[src/rtl/dffram_ctrl_pkg.sv]
// Shared types and constants for the DFFRAM host controller.
//   ctrl_state_e : controller mode (boot LOAD, host RUN)
//   DFFRAM_AW    : default RAM word-address width
//   BE_FULL      : full-word byte write mask
package dffram_ctrl_pkg;
  typedef enum logic {LOAD, RUN} ctrl_state_e;
  localparam int         DFFRAM_AW = 12;
  localparam logic [3:0] BE_FULL   = 4'hF;
endpackage

[src/rtl/dffram_boot_loader.sv]
// Boot byte-stream assembler. Packs little-endian bytes into 32-bit words and
// emits a one-cycle write strobe on every 4th byte.
//   CLK, RST            : clock, synchronous active-high reset
//   en                  : loader active (controller in LOAD, not in reset)
//   ld_valid_i/data/skip: boot byte stream and abort request
//   wr_stb/addr/data    : combinational word-write strobe to the RAM mux
//   done                : last word written or skip seen; leave LOAD next edge
module dffram_boot_loader #(
  parameter int AW         = 12,
  parameter int LOAD_WORDS = 4096
) (
  input  logic          CLK,
  input  logic          RST,
  input  logic          en,
  input  logic          ld_valid_i,
  input  logic [7:0]    ld_data_i,
  input  logic          ld_skip_i,
  output logic          wr_stb,
  output logic [AW-1:0] wr_addr,
  output logic [31:0]   wr_data,
  output logic          done
);
  localparam logic [AW-1:0] LAST_WORD = AW'(LOAD_WORDS - 1);

  logic [23:0]   asm_q;
  logic [1:0]    byte_cnt;
  logic [AW-1:0] word_cnt;
  logic          take;

  assign take    = en && ld_valid_i;
  assign wr_stb  = take && (byte_cnt == 2'd3);
  assign wr_addr = wr_stb ? word_cnt : '0;
  // The 4th byte goes straight onto the bus; only three are ever buffered.
  assign wr_data = wr_stb ? {ld_data_i, asm_q} : '0;
  assign done    = en && (ld_skip_i || (wr_stb && (word_cnt == LAST_WORD)));

  always_ff @(posedge CLK) begin
    if (RST) begin
      asm_q    <= '0;
      byte_cnt <= '0;
      word_cnt <= '0;
    end else if (en) begin
      if (take) begin
        asm_q    <= {ld_data_i, asm_q[23:8]};
        byte_cnt <= byte_cnt + 2'd1;
        if (wr_stb) word_cnt <= word_cnt + 1'b1;
      end
      // Skip drops any partial word; a coincident 4th byte was already written.
      if (ld_skip_i) begin
        asm_q    <= '0;
        byte_cnt <= '0;
      end
    end
  end
endmodule

[src/rtl/dffram_host_ctrl.sv]
// DFFRAM initiator: boot loader in LOAD, Ibex-style req/gnt/rvalid host port
// in RUN. Drives the RAM's EN/WE/DI/A port and aligns responses with the
// RAM's one-cycle registered DO.
//   CLK, RST              : clock, synchronous active-high reset
//   ld_*                  : boot byte stream (ready only in LOAD)
//   boot_done_o           : high in RUN
//   data_*                : host request/response port
//   ram_en/we/di/a, ram_do: DFFRAM port
module dffram_host_ctrl
  import dffram_ctrl_pkg::*;
#(
  parameter int AW         = DFFRAM_AW,
  parameter int LOAD_WORDS = 4096,
  parameter bit BOOT_EN    = 1'b1
) (
  input  logic          CLK,
  input  logic          RST,
  input  logic          ld_valid_i,
  input  logic [7:0]    ld_data_i,
  input  logic          ld_skip_i,
  output logic          ld_ready_o,
  output logic          boot_done_o,
  input  logic          data_req_i,
  input  logic          data_we_i,
  input  logic [3:0]    data_be_i,
  input  logic [31:0]   data_addr_i,
  input  logic [31:0]   data_wdata_i,
  output logic          data_gnt_o,
  output logic          data_rvalid_o,
  output logic [31:0]   data_rdata_o,
  output logic          data_err_o,
  output logic          ram_en_o,
  output logic [3:0]    ram_we_o,
  output logic [31:0]   ram_di_o,
  output logic [AW-1:0] ram_a_o,
  input  logic [31:0]   ram_do_i
);
  localparam ctrl_state_e INIT_STATE = BOOT_EN ? LOAD : RUN;

  ctrl_state_e   state_q, state_d;
  logic          ld_en, ld_stb, ld_done;
  logic [AW-1:0] ld_addr;
  logic [31:0]   ld_data;
  logic          in_range, host_en;
  logic          rvld_q, err_q, rd_q;
  logic          unused_addr_lsb;

  assign unused_addr_lsb = ^data_addr_i[1:0];

  // Every externally visible strobe is held low during reset.
  assign ld_en       = (state_q == LOAD) && !RST;
  assign ld_ready_o  = ld_en;
  assign boot_done_o = (state_q == RUN);

  dffram_boot_loader #(.AW(AW), .LOAD_WORDS(LOAD_WORDS)) u_loader (
    .CLK        (CLK),
    .RST        (RST),
    .en         (ld_en),
    .ld_valid_i (ld_valid_i),
    .ld_data_i  (ld_data_i),
    .ld_skip_i  (ld_skip_i),
    .wr_stb     (ld_stb),
    .wr_addr    (ld_addr),
    .wr_data    (ld_data),
    .done       (ld_done)
  );

  assign in_range   = ((data_addr_i >> (AW + 2)) == 32'd0);
  assign data_gnt_o = (state_q == RUN) && data_req_i && !RST;
  assign host_en    = data_gnt_o && in_range;

  always_ff @(posedge CLK) begin
    if (RST) state_q <= INIT_STATE;
    else     state_q <= state_d;
  end

  always_comb begin
    state_d  = state_q;
    ram_en_o = 1'b0;
    ram_we_o = 4'h0;
    ram_di_o = '0;
    ram_a_o  = '0;
    if (ld_done) state_d = RUN;
    // Loader and host are mutually exclusive by state, so order is arbitrary.
    if (ld_stb) begin
      ram_en_o = 1'b1;
      ram_we_o = BE_FULL;
      ram_di_o = ld_data;
      ram_a_o  = ld_addr;
    end else if (host_en) begin
      ram_en_o = 1'b1;
      ram_we_o = data_we_i ? data_be_i : 4'h0;
      ram_di_o = data_wdata_i;
      ram_a_o  = data_addr_i[AW+1:2];
    end
  end

  // Response stage lines up with the RAM's registered DO.
  always_ff @(posedge CLK) begin
    if (RST) begin
      rvld_q <= 1'b0;
      err_q  <= 1'b0;
      rd_q   <= 1'b0;
    end else begin
      rvld_q <= data_gnt_o;
      err_q  <= data_gnt_o && !in_range;
      rd_q   <= host_en && !data_we_i;
    end
  end

  assign data_rvalid_o = rvld_q && !RST;
  assign data_err_o    = err_q && !RST;
  assign data_rdata_o  = (rd_q && !RST) ? ram_do_i : 32'd0;
endmodule

[config.mk]
export PLATFORM = sky130hd
export DESIGN_NAME = dffram_host_ctrl
export DESIGN_NICKNAME = d
export VERILOG_FILES = /design/src/rtl/dffram_ctrl_pkg.sv /design/src/rtl/dffram_boot_loader.sv /design/src/rtl/dffram_host_ctrl.sv
export SDC_FILE = /design/constraint.sdc
export NUM_CORES = 1
export LEC_CHECK = 0
export BUFFER_PORTS_ARGS = -buffer_cell sky130_fd_sc_hd__buf_2
export CAP_MARGIN = 20
export CORE_AREA = 4 4 81 83
export CTS_CLUSTER_SIZE = 8
export DETAILED_ROUTE_END_ITERATION = 12
export DIE_AREA = 0 0 85 87
export PLACE_DENSITY = 0.82
export SYNTH_ARGS = -nofsm -noshare
export SYNTH_HDL_FRONTEND = slang
export SYNTH_SLANG_ARGS = --single-unit
[constraint.sdc]
create_clock -name CLK -period 4.7 [get_ports CLK]
set_clock_uncertainty 0.15 [all_clocks]
set_input_delay 0.235 -clock CLK [delete_from_list [all_inputs] [get_ports CLK]]
set_output_delay 0.235 -clock CLK [all_outputs]
set_load 0.02 [all_outputs]
**After elaboration in Yosys (flattened, before gate mapping)**

Cells that the tools add are included.

- Flip-flop bits (word level): 42
- Logic and storage cells: 47
- Input port bits: 114
- Output and inout bits: 86

- Reductions and logical operators: 21
- Add/subtract/negate cells: 2
- Multiplexer cells: 14
- Bitwise gates (word level): 1
- Equal/unequal tests: 2

Operators with widths:

| kind | number |
|---|---|
| 32-bit two-way mux | 3 |
| 24-bit two-way mux | 2 |
| 32-bit zero test | 1 |
| 12-bit two-way mux | 2 |
| 1-bit logical AND | 13 |
| 12-bit by 1-bit adder with 12-bit output, second input constant | 1 |
| 12-bit equality test, second input constant | 1 |
| 4-bit two-way mux | 3 |
| 2-bit two-way mux | 2 |
| 1-bit zero test | 3 |
| 3-bit AND reduction | 1 |
| 2-bit by 1-bit adder with 2-bit output, second input constant | 1 |
| 2-bit equality test, second input constant | 1 |
| 1-bit two-way mux | 2 |
| 2-bit AND reduction | 1 |
| 2-bit nonzero test | 1 |
| 1-bit logical OR | 1 |
| 1-bit NOT | 1 |

**Longest topological paths before layout**

- Depth after elaboration: 7
- Mapped depth: 6
- Gate-level depth less buffers: 5

**By module**

A second synthesis with hierarchy kept.

- Cell total of the unflattened synthesis: 432
- Area, all modules: 3,383.2 um^2

Modules (own cells, without submodules):

| module | sequential area each (um^2) | times used | cells each | area an instance (um^2) |
|---|---|---|---|---|
| dffram_boot_loader | 760.7 | 1 | 207 | 1,803.0 |
| dffram_host_ctrl | 80.1 | 1 | 225 | 1,580.3 |

**Least setup slack after synthesis**

No wires, ideal clock.

- Path kind: register to output
- Start point: register state_q, in the netlist boot_done_o
- End point: output ram_di_o[21]
- Data required time: 4.315 ns
- Path buffers: 2
- Path slack: 2.604 ns
- Arrival: 1.711 ns
- Stages on the path, launching flop included: 7
- Cells stage by stage: dfxtp_1 -> nand2_1 -> or2_2 -> nor3_2 -> buf_2 -> buf_4 -> a22o_1

- Word-level cells in the longest chain between the ends: 5
- Elaborated cells between the ends (all ways): 9
- Those cells by class: 2 x mux; 1 x bitwise; 6 x reduce/logical

Ends and longest elaborated chain:

| element | RTL line | RTL |
|---|---|---|
| from (decl) | dffram_host_ctrl.sv:40 | `ctrl_state_e state_q, state_d;` |
| from (signal assigned) | dffram_host_ctrl.sv:74 | `else state_q <= state_d;` |
| 1-bit logical AND or 1-bit NOT (tied branches) | dffram_host_ctrl.sv:69, dffram_host_ctrl.sv:51 |  |
| 1-bit logical AND, on equally long branches | dffram_host_ctrl.sv:69, dffram_host_ctrl.sv:51 |  |
| 1-bit logical AND, on equally long branches | dffram_host_ctrl.sv:70, dffram_boot_loader.sv:30 |  |
| 32-bit two-way mux or 1-bit logical AND (tied branches) | dffram_host_ctrl.sv:90, dffram_boot_loader.sv:31 |  |
| 32-bit two-way mux (*) | dffram_host_ctrl.sv:85 | `if (ld_stb) begin` |
| to (decl) | dffram_host_ctrl.sv:34 | `output logic [31:0] ram_di_o,` |

Every way passes the cells marked *; elsewhere a longest branch is shown, timed or not.

**Worst setup path in the final report**

- Start point: register state_q, in the netlist boot_done_o
- End point: output ram_di_o[16]

Same word-level chain as after synthesis.

==> results.tsv <==
metric	value	unit
drt.antenna.violating_nets	0	
fin_crit_sh	60.5	%
cts_hold_buf	0	
grt_pass1_wl	12300	um
yosys.cell_types.count	33	
drive_gt1_share	48.4	%
die_area	7400	um2
fmax	352	MHz
syn_area_per_cell	8.54	um2
dr.pass1.iters	4	
max-slew-margin-rel	63.7	%
drv_slew	0	
status	finished, final reports clean	
vdd_drop_max	114	uV
vias	2740	
yosys.area.top_type_share	36.3	%
post-cts-setup-buffers	0	
grt_max_degree	55	
ys_seq_area_share	36.3	%
synthCells	271	
holdCritStartpoint	data_we_i	
netlist.top_cell.by_area	dfxtp_1	
yosys_most_used_dff	dfxtp_1	
nFillCells	533	
setup_viol	0	
yosysMostFrequentCell	a22o_1	
cts_tree	done	
rows	28	
drt-initial-drc-count	77	
timing.setup.tns	0	ns
post-route-min-period	2.84	ns
drc_errors	0	
cp.arrival	2.46	ns
area_delta_synth_final	50.9	%
grt_overflow	0	
initial_core_util	39.5	%
final_nets	573	
cts_max_level	2	
grt_use_total	20.2	%
yosysWarnings	0	
rsz0062_at_grt	no	
synthTopCellsByArea	dfxtp_1 (36%), a22o_1 (17%), and2_1 (8.7%)	
worst_slack	1.86	ns
synth_nets	387	
power_leakage	1.81	nW
hold_path.class	in2reg	
worst_setup_path_start_kind	register	
required	4.32	ns
cts_sinks	42	
dp_hpwl	6140	um
routed_wl	7900	um
antenna_found_initial	0	
wl_per_cell	14.8	um
tightest_slew	0.545	ns
io_buffers	197	
end_kind	output pin	
cellPowerDensity	208	nW/um2
async_reset_ff_share	0	%
gp_congestion	0.788	
ys_seq_elements	42	
fp.dieW	85	um
coreArea	5850	um2
cts.reportedPaths.clkPinSlew	0.08	ns
cts_made_buffers	5	
syn_area	2310	um2
hold_viol	0	
via_per_inst	5.15	
worstSkewPairLatency	0.29	ns
synth_edf_count	0	
ios	200	
post-place-ws	2.13	ns
clockBufferDepth	2	
critPathLaunch	boot_done_o	
synth_common_cells	a22o_1 (44), dfxtp_1 (42), nor2_1 (39), and2_1 (32), a22oi_1 (25)	
path_max_fanout	39	
critical_path_class	reg2out	
n_antenna_cell	0	
root_buffer	clkbuf_8	
cts_resized	0	
grt_pass1_vias	2560	
r2r-start	u_loader.byte_cnt[0]	
dieHeight	87	um
max-cap-violations	0	
[path summary, 6_finish.rpt]
kind / end / depth (start not counted) / slack [ns]
max: ram_di_o[16] / 6 / 1.86
max reg2reg: boot_done_o / 6 / 2.58
min reg2reg: u_loader.asm_q[2] / 2 / 0.36
min: rd_q / 2 / 0.05
[metal layers]
| metal | vias to the layer above | GRT usage, % | wire [um] | part of all wire (%) |
|---|---|---|---|---|
| li1 | 1361 | - | - | - |
| met1 | 1256 | 23.1 | 3010 | 38 |
| met2 | 119 | 38.3 | 4210 | 53 |
| met3 | 4 | 5.30 | 651 | 8.2 |
| met4 | 0 | 2.88 | 27 | 0.34 |
| met5 | - | 0 | 0 | 0 |
[where the power goes]
part / total [mW] / internal (mW) / switching (mW)
sequential: 0.363 / 0.359 / 0.00383
clock: 0.286 / 0.170 / 0.116
combinational: 0.0770 / 0.0419 / 0.0350
total: 0.726 / 0.571 / 0.155
[registers in the layout (all words and copies together) (netlist names)]
| register | cells |
|---|---|
| u_loader.byte_cnt | 2 |
| boot_done_o | 1 |
| u_loader.word_cnt | 12 |
| err_q | 1 |
| rd_q | 1 |
| rvld_q | 1 |
| u_loader.asm_q | 24 |
[placed cells by master (no fill, tap or decap), types with 2 or more instances in the layout]
master    instances
buf_2           197
a22o_1           44
dfxtp_1          42
nor2_1           39
and2_1           32
a22oi_1          25
nand2_1           8
nor4_1            8
xnor2_1           7
clkbuf_8          6
nand3_1           4
a31o_2            4
nand4_1           4
buf_4             4
inv_1             3
nor2b_1           3
nor3_1            3
a21oi_1           3
xor2_1            3
or2_2             2
ha_1              2
[cells by family (layout without fill, tap and decap cells)]
kind of cell | count (synthesis) | in the layout | synth area share, %
adders and majority gates | 2 | 2 | 1.08
DFF | 42 | 42 | 36.3
buffers and inverters | 27 | 213 | 5.08
xor gates and xnor gates | 10 | 10 | 3.79
and+or+nand+nor | 110 | 110 | 25.5
muxes | 1 | 1 | 0.433
AOI/OAI and AO/OA | 79 | 79 | 27.8
[critical path, cell delays in order (launching register included)]
cell	delay, ns
dfxtp_1	0.50
nand2_1	0.08
or2_2	0.34
nor3_4	0.42
buf_4	0.43
a22o_1	0.20
buf_2	0.16
[layout make-up]
type	count	area [um2]	area share [%]
inverter	3	11.3	0.323
multi-input combinational	202	1370	39.4
timing repair buffer	203	1060	30.3
sequential	42	841	24.1
clock inverter	1	30.0	0.860
tap	75	93.8	2.69
clock buffer	6	82.6	2.37
[metrics by stage]
stage                     cells  hold slack (ns)  cell area, um2  total power [mW]  utilization (%)
after floorplan             271            0.164            2310             0.391                -
after global placement      522            0.334            3330             0.444             56.9
after detailed placement    523            0.343            3340             0.446             57.0
after CTS                   530           0.0284            3450             0.735             58.9
after global routing        532           0.0412            3490             0.763             59.7
final                       532           0.0451            3490             0.726             59.7
Power figures use the tool's default switching activity.
